File: src/rtl/output_csr_decoder.sv
// CSR command decoder: pulse timing registers, a pattern-RAM write FIFO and deferred mode switching.
// Define OUTPUT_CSR_DECODER_READBACK_EN to drive sysStatus and keep a saturating overflow counter.
module output_csr_decoder #(
  parameter int SERDES_WIDTH          = 4,
  parameter int COARSE_DELAY_WIDTH    = 22,
  parameter int COARSE_WIDTH_WIDTH    = 22,
  parameter int PATTERN_ADDRESS_WIDTH = 12,
  parameter int FIFO_DEPTH_LOG2       = 2
) (
  input  logic                             sysClk,
  input  logic                             sysReset,
  input  logic                             sysCsrStrobe,
  input  logic [31:0]                      sysGPIO_OUT,
  output logic [1:0]                       mode,
  output logic [COARSE_DELAY_WIDTH-1:0]    coarseDelay,
  output logic [SERDES_WIDTH-1:0]          firstPattern,
  output logic [COARSE_WIDTH_WIDTH-1:0]    coarseWidth,
  output logic [SERDES_WIDTH-1:0]          lastPattern,
  output logic                             patWrValid,
  input  logic                             patWrReady,
  output logic [PATTERN_ADDRESS_WIDTH-1:0] patWrAddr,
  output logic [SERDES_WIDTH-1:0]          patWrData,
  output logic [PATTERN_ADDRESS_WIDTH:0]   patternLength,
  output logic                             configUpdate,
  output logic [31:0]                      sysStatus
);

  localparam int DEPTH = 1 << FIFO_DEPTH_LOG2;
  localparam int LW    = FIFO_DEPTH_LOG2 + 1;
  localparam int PAW   = PATTERN_ADDRESS_WIDTH;

  localparam logic [1:0] OP_MODE  = 2'b00;
  localparam logic [1:0] OP_DELAY = 2'b01;
  localparam logic [1:0] OP_WIDTH = 2'b10;
  localparam logic [1:0] OP_PAT   = 2'b11;

  logic [1:0]                    mode_q, mode_d;
  logic [1:0]                    pend_mode_q, pend_mode_d;
  logic                          pend_q, pend_d;
  logic [COARSE_DELAY_WIDTH-1:0] coarse_delay_q, coarse_delay_d;
  logic [SERDES_WIDTH-1:0]       first_pattern_q, first_pattern_d;
  logic [COARSE_WIDTH_WIDTH-1:0] coarse_width_q, coarse_width_d;
  logic [SERDES_WIDTH-1:0]       last_pattern_q, last_pattern_d;
  logic                          cfg_upd_q, cfg_upd_d;
  logic                          ovf_q, ovf_d;
  logic [7:0]                    ovf_cnt_q, ovf_cnt_d;
  logic [FIFO_DEPTH_LOG2-1:0]    wr_ptr_q, wr_ptr_d, rd_ptr_q, rd_ptr_d;
  logic [LW-1:0]                 level_q, level_d;
  logic [PAW:0]                  pat_len_q, pat_len_d;

  logic [PAW-1:0]          fifo_addr_mem [DEPTH];
  logic [SERDES_WIDTH-1:0] fifo_data_mem [DEPTH];

  logic [1:0]     opcode;
  logic           fifo_empty, fifo_full, push_req, push, pop, drop;
  logic [PAW-1:0] head_addr;
  logic [PAW:0]   head_addr_p1;

  assign opcode       = sysGPIO_OUT[31:30];
  assign fifo_empty   = (level_q == '0);
  assign fifo_full    = (level_q == LW'(DEPTH));
  assign push_req     = sysCsrStrobe && (opcode == OP_PAT);
  assign push         = push_req && !fifo_full;
  assign drop         = push_req && fifo_full;
  assign pop          = !fifo_empty && patWrReady;
  assign head_addr    = fifo_addr_mem[rd_ptr_q];
  assign head_addr_p1 = {1'b0, head_addr} + (PAW+1)'(1);

  always_comb begin
    // NOTE: every _d gets a default first so no path through this block can infer a latch.
    mode_d          = mode_q;
    pend_mode_d     = pend_mode_q;
    pend_d          = pend_q;
    coarse_delay_d  = coarse_delay_q;
    first_pattern_d = first_pattern_q;
    coarse_width_d  = coarse_width_q;
    last_pattern_d  = last_pattern_q;
    cfg_upd_d       = 1'b0;
    ovf_d           = ovf_q;
    ovf_cnt_d       = ovf_cnt_q;
    wr_ptr_d        = wr_ptr_q;
    rd_ptr_d        = rd_ptr_q;
    level_d         = level_q;
    pat_len_d       = pat_len_q;

    // Deferred mode lands once the queued pattern writes have drained.
    if (pend_q && fifo_empty) begin
      mode_d    = pend_mode_q;
      pend_d    = 1'b0;
      cfg_upd_d = 1'b1;
    end

    if (sysCsrStrobe) begin
      unique case (opcode)
        OP_DELAY: begin
          coarse_delay_d  = sysGPIO_OUT[SERDES_WIDTH+COARSE_DELAY_WIDTH-1:SERDES_WIDTH];
          first_pattern_d = sysGPIO_OUT[SERDES_WIDTH-1:0];
          cfg_upd_d       = 1'b1;
        end
        OP_WIDTH: begin
          coarse_width_d = sysGPIO_OUT[SERDES_WIDTH+COARSE_WIDTH_WIDTH-1:SERDES_WIDTH];
          last_pattern_d = sysGPIO_OUT[SERDES_WIDTH-1:0];
          cfg_upd_d      = 1'b1;
        end
        OP_MODE: begin
          if (fifo_empty) begin
            mode_d    = sysGPIO_OUT[1:0];
            pend_d    = 1'b0;
            cfg_upd_d = 1'b1;
          end else begin
            pend_d      = 1'b1;
            pend_mode_d = sysGPIO_OUT[1:0];
          end
          if (sysGPIO_OUT[8]) begin
            ovf_d     = 1'b0;
            ovf_cnt_d = '0;
          end
        end
        default: ;
      endcase
    end

    if (drop) begin
      ovf_d = 1'b1;
      if (ovf_cnt_q != 8'hFF) ovf_cnt_d = ovf_cnt_q + 8'd1;
    end

    if (push) wr_ptr_d = wr_ptr_q + 1'b1;
    if (pop) begin
      rd_ptr_d = rd_ptr_q + 1'b1;
      if (head_addr == '0)             pat_len_d = (PAW+1)'(1);
      else if (head_addr_p1 > pat_len_q) pat_len_d = head_addr_p1;
    end
    if (push && !pop)      level_d = level_q + LW'(1);
    else if (pop && !push) level_d = level_q - LW'(1);
  end

  always_ff @(posedge sysClk or posedge sysReset) begin
    // NOTE: state uses non-blocking assignments so every flop samples pre-edge values.
    if (sysReset) begin
      mode_q          <= '0;
      pend_mode_q     <= '0;
      pend_q          <= 1'b0;
      coarse_delay_q  <= '0;
      first_pattern_q <= '0;
      coarse_width_q  <= '0;
      last_pattern_q  <= '0;
      cfg_upd_q       <= 1'b0;
      ovf_q           <= 1'b0;
      ovf_cnt_q       <= '0;
      wr_ptr_q        <= '0;
      rd_ptr_q        <= '0;
      level_q         <= '0;
      pat_len_q       <= '0;
    end else begin
      mode_q          <= mode_d;
      pend_mode_q     <= pend_mode_d;
      pend_q          <= pend_d;
      coarse_delay_q  <= coarse_delay_d;
      first_pattern_q <= first_pattern_d;
      coarse_width_q  <= coarse_width_d;
      last_pattern_q  <= last_pattern_d;
      cfg_upd_q       <= cfg_upd_d;
      ovf_q           <= ovf_d;
      ovf_cnt_q       <= ovf_cnt_d;
      wr_ptr_q        <= wr_ptr_d;
      rd_ptr_q        <= rd_ptr_d;
      level_q         <= level_d;
      pat_len_q       <= pat_len_d;
    end
  end

  // NOTE: FIFO storage has no reset; clearing the pointers and level is enough to discard entries.
  always_ff @(posedge sysClk) begin
    if (push) begin
      fifo_addr_mem[wr_ptr_q] <= sysGPIO_OUT[10+PAW-1:10];
      fifo_data_mem[wr_ptr_q] <= sysGPIO_OUT[SERDES_WIDTH-1:0];
    end
  end

  assign mode          = mode_q;
  assign coarseDelay   = coarse_delay_q;
  assign firstPattern  = first_pattern_q;
  assign coarseWidth   = coarse_width_q;
  assign lastPattern   = last_pattern_q;
  assign patWrValid    = !fifo_empty;
  assign patWrAddr     = head_addr;
  assign patWrData     = fifo_data_mem[rd_ptr_q];
  assign patternLength = pat_len_q;
  assign configUpdate  = cfg_upd_q;

`ifdef OUTPUT_CSR_DECODER_READBACK_EN
  logic unused_gpio;
  assign unused_gpio = ^sysGPIO_OUT;

  always_comb begin
    sysStatus             = '0;
    sysStatus[1:0]        = mode_q;
    sysStatus[2]          = pend_q;
    sysStatus[6:3]        = 4'(level_q);
    sysStatus[7]          = ovf_q;
    sysStatus[15:8]       = ovf_cnt_q;
    sysStatus[16+PAW:16]  = pat_len_q;
  end
`else
  // Without readback the overflow flag and counter have no observer.
  logic unused_state;
  assign unused_state = ^{sysGPIO_OUT, ovf_q, ovf_cnt_q};
  assign sysStatus    = '0;
`endif

endmodule

File: config.mk
export PLATFORM = sky130hd
export DESIGN_NAME = output_csr_decoder
export DESIGN_NICKNAME = d
export VERILOG_FILES = /design/src/rtl/output_csr_decoder.sv
export SDC_FILE = /design/constraint.sdc
export NUM_CORES = 1
export LEC_CHECK = 0
export BUFFER_PORTS_ARGS = -buffer_cell sky130_fd_sc_hd__buf_2
export CAP_MARGIN = 25
export CELL_PAD_IN_SITES_DETAIL_PLACEMENT = 1
export CELL_PAD_IN_SITES_GLOBAL_PLACEMENT = 2
export CORE_AREA = 2 2 149 180
export CTS_CLUSTER_DIAMETER = 100
export DETAILED_ROUTE_END_ITERATION = 8
export DIE_AREA = 0 0 151 182
export PLACE_DENSITY_LB_ADDON = 0.1
export SETUP_SLACK_MARGIN = 0.15
export SYNTH_ARGS = -nofsm -noshare
export SYNTH_HDL_FRONTEND = slang
export SYNTH_SLANG_ARGS = --single-unit
File: constraint.sdc
create_clock -name sysClk -period 4.1 [get_ports sysClk]
set_input_delay 0 -clock sysClk [delete_from_list [all_inputs] [get_ports sysClk]]
set_output_delay 0 -clock sysClk [all_outputs]
set_load 0.01 [all_outputs]
==> impl_metrics.env <==
export IMPL_status="finished, final reports clean"
export IMPL_ios=153
export IMPL_synth_edf_count=64
export IMPL_synth_top_family_by_area="multiplexers"
export IMPL_relSlewSlack=0.345
export IMPL_drc_errors=0
export IMPL_synth_ff_type="dfrtp_1"
export IMPL_reg2reg_from="rd_ptr_q[0]"
export IMPL_port_buffers=116
export IMPL_final_util=0.314
export IMPL_layout_min_cycle_time_ns=3.62
export IMPL_avgSynthCellArea_um2=15.1
export IMPL_clkSlewWorstSetupHoldPaths_ns=0.06
export IMPL_synth_common_cells="dfrtp_1, edfxtp_1, mux2_2"
export IMPL_initial_utilization=0.245
export IMPL_nFillCells=2805
export IMPL_syn_area_um2=6330
export IMPL_cts_buffers_inserted=17
export IMPL_leakage_nw=3.45
export IMPL_wirelength_um=15800
export IMPL_htree_levels=4
export IMPL_synth_xor_area_frac=0.0221
export IMPL_fin_nets=647
export IMPL_die_y_um=182
export IMPL_core_area_um2=25900
export IMPL_critical_path_class="register to register"
export IMPL_cp_max_fo=8
export IMPL_track_usage=0.120
export IMPL_fin_skew_ns=0.00579
export IMPL_worstMarginPinSlew_ns=0.983
export IMPL_crit_path_start="rd_ptr_q[0]"
export IMPL_numClockSinks=142
export IMPL_power_mw=4.84
export IMPL_die_w_um=151
export IMPL_powerDensity_nw_per_um2=596
export IMPL_ys_warn_count=0
export IMPL_tns_ns=0
export IMPL_vias=3916
export IMPL_max_cap_violations=0
export IMPL_ys_types=41
export IMPL_ir_worst_vdd_mv=0.277
export IMPL_dr_pass1_iters=4
export IMPL_clockBufferDepth=2
export IMPL_grt_pass1_wl_um=24500
export IMPL_root_buffer="clkbuf_16"
export IMPL_grt_max_degree=51
export IMPL_setup_ws_ns=0.484
export IMPL_fmax_mhz=277
export IMPL_drive_above_1_share=0.405
export IMPL_synth_top_area_frac=0.308
export IMPL_diodes=0
export IMPL_cp_start_kind="register"
export IMPL_critical_path_endpoint_type="register"
export IMPL_yosysMostFrequentCell="dfrtp_1"
export IMPL_postRouteAntennaNets=0
export IMPL_vias_per_cell=4.20
export IMPL_required_ns=4.39
export IMPL_rows=65
export IMPL_drv_slew=0
export IMPL_synth_area_mux_share=0.162
export IMPL_area_growth_pct=28.3
export IMPL_postSynthCellCount=419
export IMPL_ys_top_cells_by_area="dfrtp_1, edfxtp_1, mux2_2"
export IMPL_setup_viol=0
export IMPL_cp_arrival_ns=3.90
export IMPL_hp_class="input port to register"
export IMPL_yosys_area_share_adder=0.0526
export IMPL_seq_area_frac_synth=0.612
export IMPL_synth_top_area_cell="dfrtp_1"
export IMPL_pre_cts_ws_ns=0.218
export IMPL_wire_per_inst_um=17.0
export IMPL_synth_seq_cells=142
export IMPL_synthArstFlopShare=0.549
export IMPL_drt_iter0_drc=123
export IMPL_grt_pass1_vias=4306
export IMPL_rsz0062_at_grt="no"
export IMPL_synth_compound_area_share=0.0360
export IMPL_hold_viol=0
export IMPL_grt_overflow=0
export IMPL_grt_antenna_before_repair=0
export IMPL_dp_final_hpwl_um=11300
export IMPL_hp_start="sysGPIO_OUT[31]"
export IMPL_die_area_um2=27500
export IMPL_synth_simple_gate_area_share=0.0465
export IMPL_cts_tree="done"
export IMPL_finalCritPeriodShare=0.882
export IMPL_gp_congestion=0.722
export IMPL_clk_latency_ns=0.41
## state kept, by name (all words and copies together), names as in the netlist, 3 cells and up
register,flops
coarseWidth,22
fifo_addr_mem,48
coarseDelay,22
patternLength,13
lastPattern,4
fifo_data_mem,16
level_q,3
firstPattern,4
## placed cells by master, fill, tap and decap left out, types with 5 or more instances in the layout
cell	Yosys	layout
inv_1	32	31
nor2_1	11	11
nor3_1	5	5
nand2_1	14	14
mux4_2	12	13
o22ai_1	8	8
edfxtp_1	64	64
ha_1	25	25
clkbuf_16	0	19
mux2_2	55	55
conb_1	1	32
xnor2_1	12	12
buf_2	2	116
dfrtp_1	78	77
nand3_1	8	8
a21oi_1	12	12
buf_4	32	13
dlygate4sd3_1	0	29
## path summary, 6_finish.rpt
kind / to / slack (ns) / cells past startpoint
setup / recovery: patternLength[6] / 0.48 / 13
hold / removal: configUpdate / 0.10 / 4
setup reg to reg: patternLength[6] / 0.48 / 13
hold reg to reg: coarseWidth[11] / 0.50 / 1
max in group asynchronous: rd_ptr_q[0] / 2.80 / 4
min in group asynchronous: coarseWidth[3] / 0.29 / 3
## critical path, stage by stage (launching register included)
cell and delay [ns]:
dfrtp_2 0.42, mux4_2 0.61, ha_1 0.27, nand3_1 0.22
nor3_1 0.12, xnor2_1 0.23, inv_1 0.08, ha_1 0.30
nand2_1 0.09, nor4_2 0.31, a221o_1 0.34, o2bb2ai_4 0.20
buf_4 0.22, o22ai_1 0.09
## power breakdown
part	leakage, nW	switching [mW]	internal (mW)
combinational	1.69	0.861	0.666
sequential	1.47	0.112	1.70
clock	0.288	0.616	0.884
total	3.45	1.59	3.25
## per-layer routing
layer	wire (um)	share of wire	vias up	track usage
met2	8000	0.51	115	0.210
li1	-	-	1781	-
met3	1020	0.064	16	0.0420
met4	253	0.016	0	0.0385
met1	6560	0.41	2004	0.136
met5	0	0	-	0
## logic make-up (layout without fill, tap and decap cells)
group / Yosys count / count (layout)
adder cells (fa/ha/maj): 26 / 26
buffers and inverters: 75 / 223
flip-flops: 142 / 142
XOR/XNOR: 16 / 16
AND/OR/NAND/NOR: 54 / 54
AO/OA/AOI/OAI: 32 / 32
other: 1 / 32
multiplexers: 73 / 73
## through the flow
step                      instances  hold slack (ns)  area, um^2
after CTS                       929           0.0860        8080
final                           933            0.100        8120
after floorplan                 450           0.0989        6440
after global routing            933            0.131        8120
after global placement          868            0.209        7210
after detailed placement        868            0.223        7210
## area by class of cell
class	count	area (um^2)	area share
Sequential cell	142	3870	0.477
Multi-Input combinational cell	233	2150	0.265
Timing Repair Buffer	158	968	0.119
Clock buffer	22	507	0.0624
Tap cell	335	419	0.0516
Inverter	33	125	0.0154
Clock inverter	10	72.6	0.00894
## timing repair
action / in CTS / in global routing
endpoints found under the hold margin: 170 / 0
hold buffers: 29 / 0
endpoints found under the setup margin: 0 / 12
buffers inserted: 0 / 4
resized for setup: 0 / 4
(Power assumes the default switching activity.)
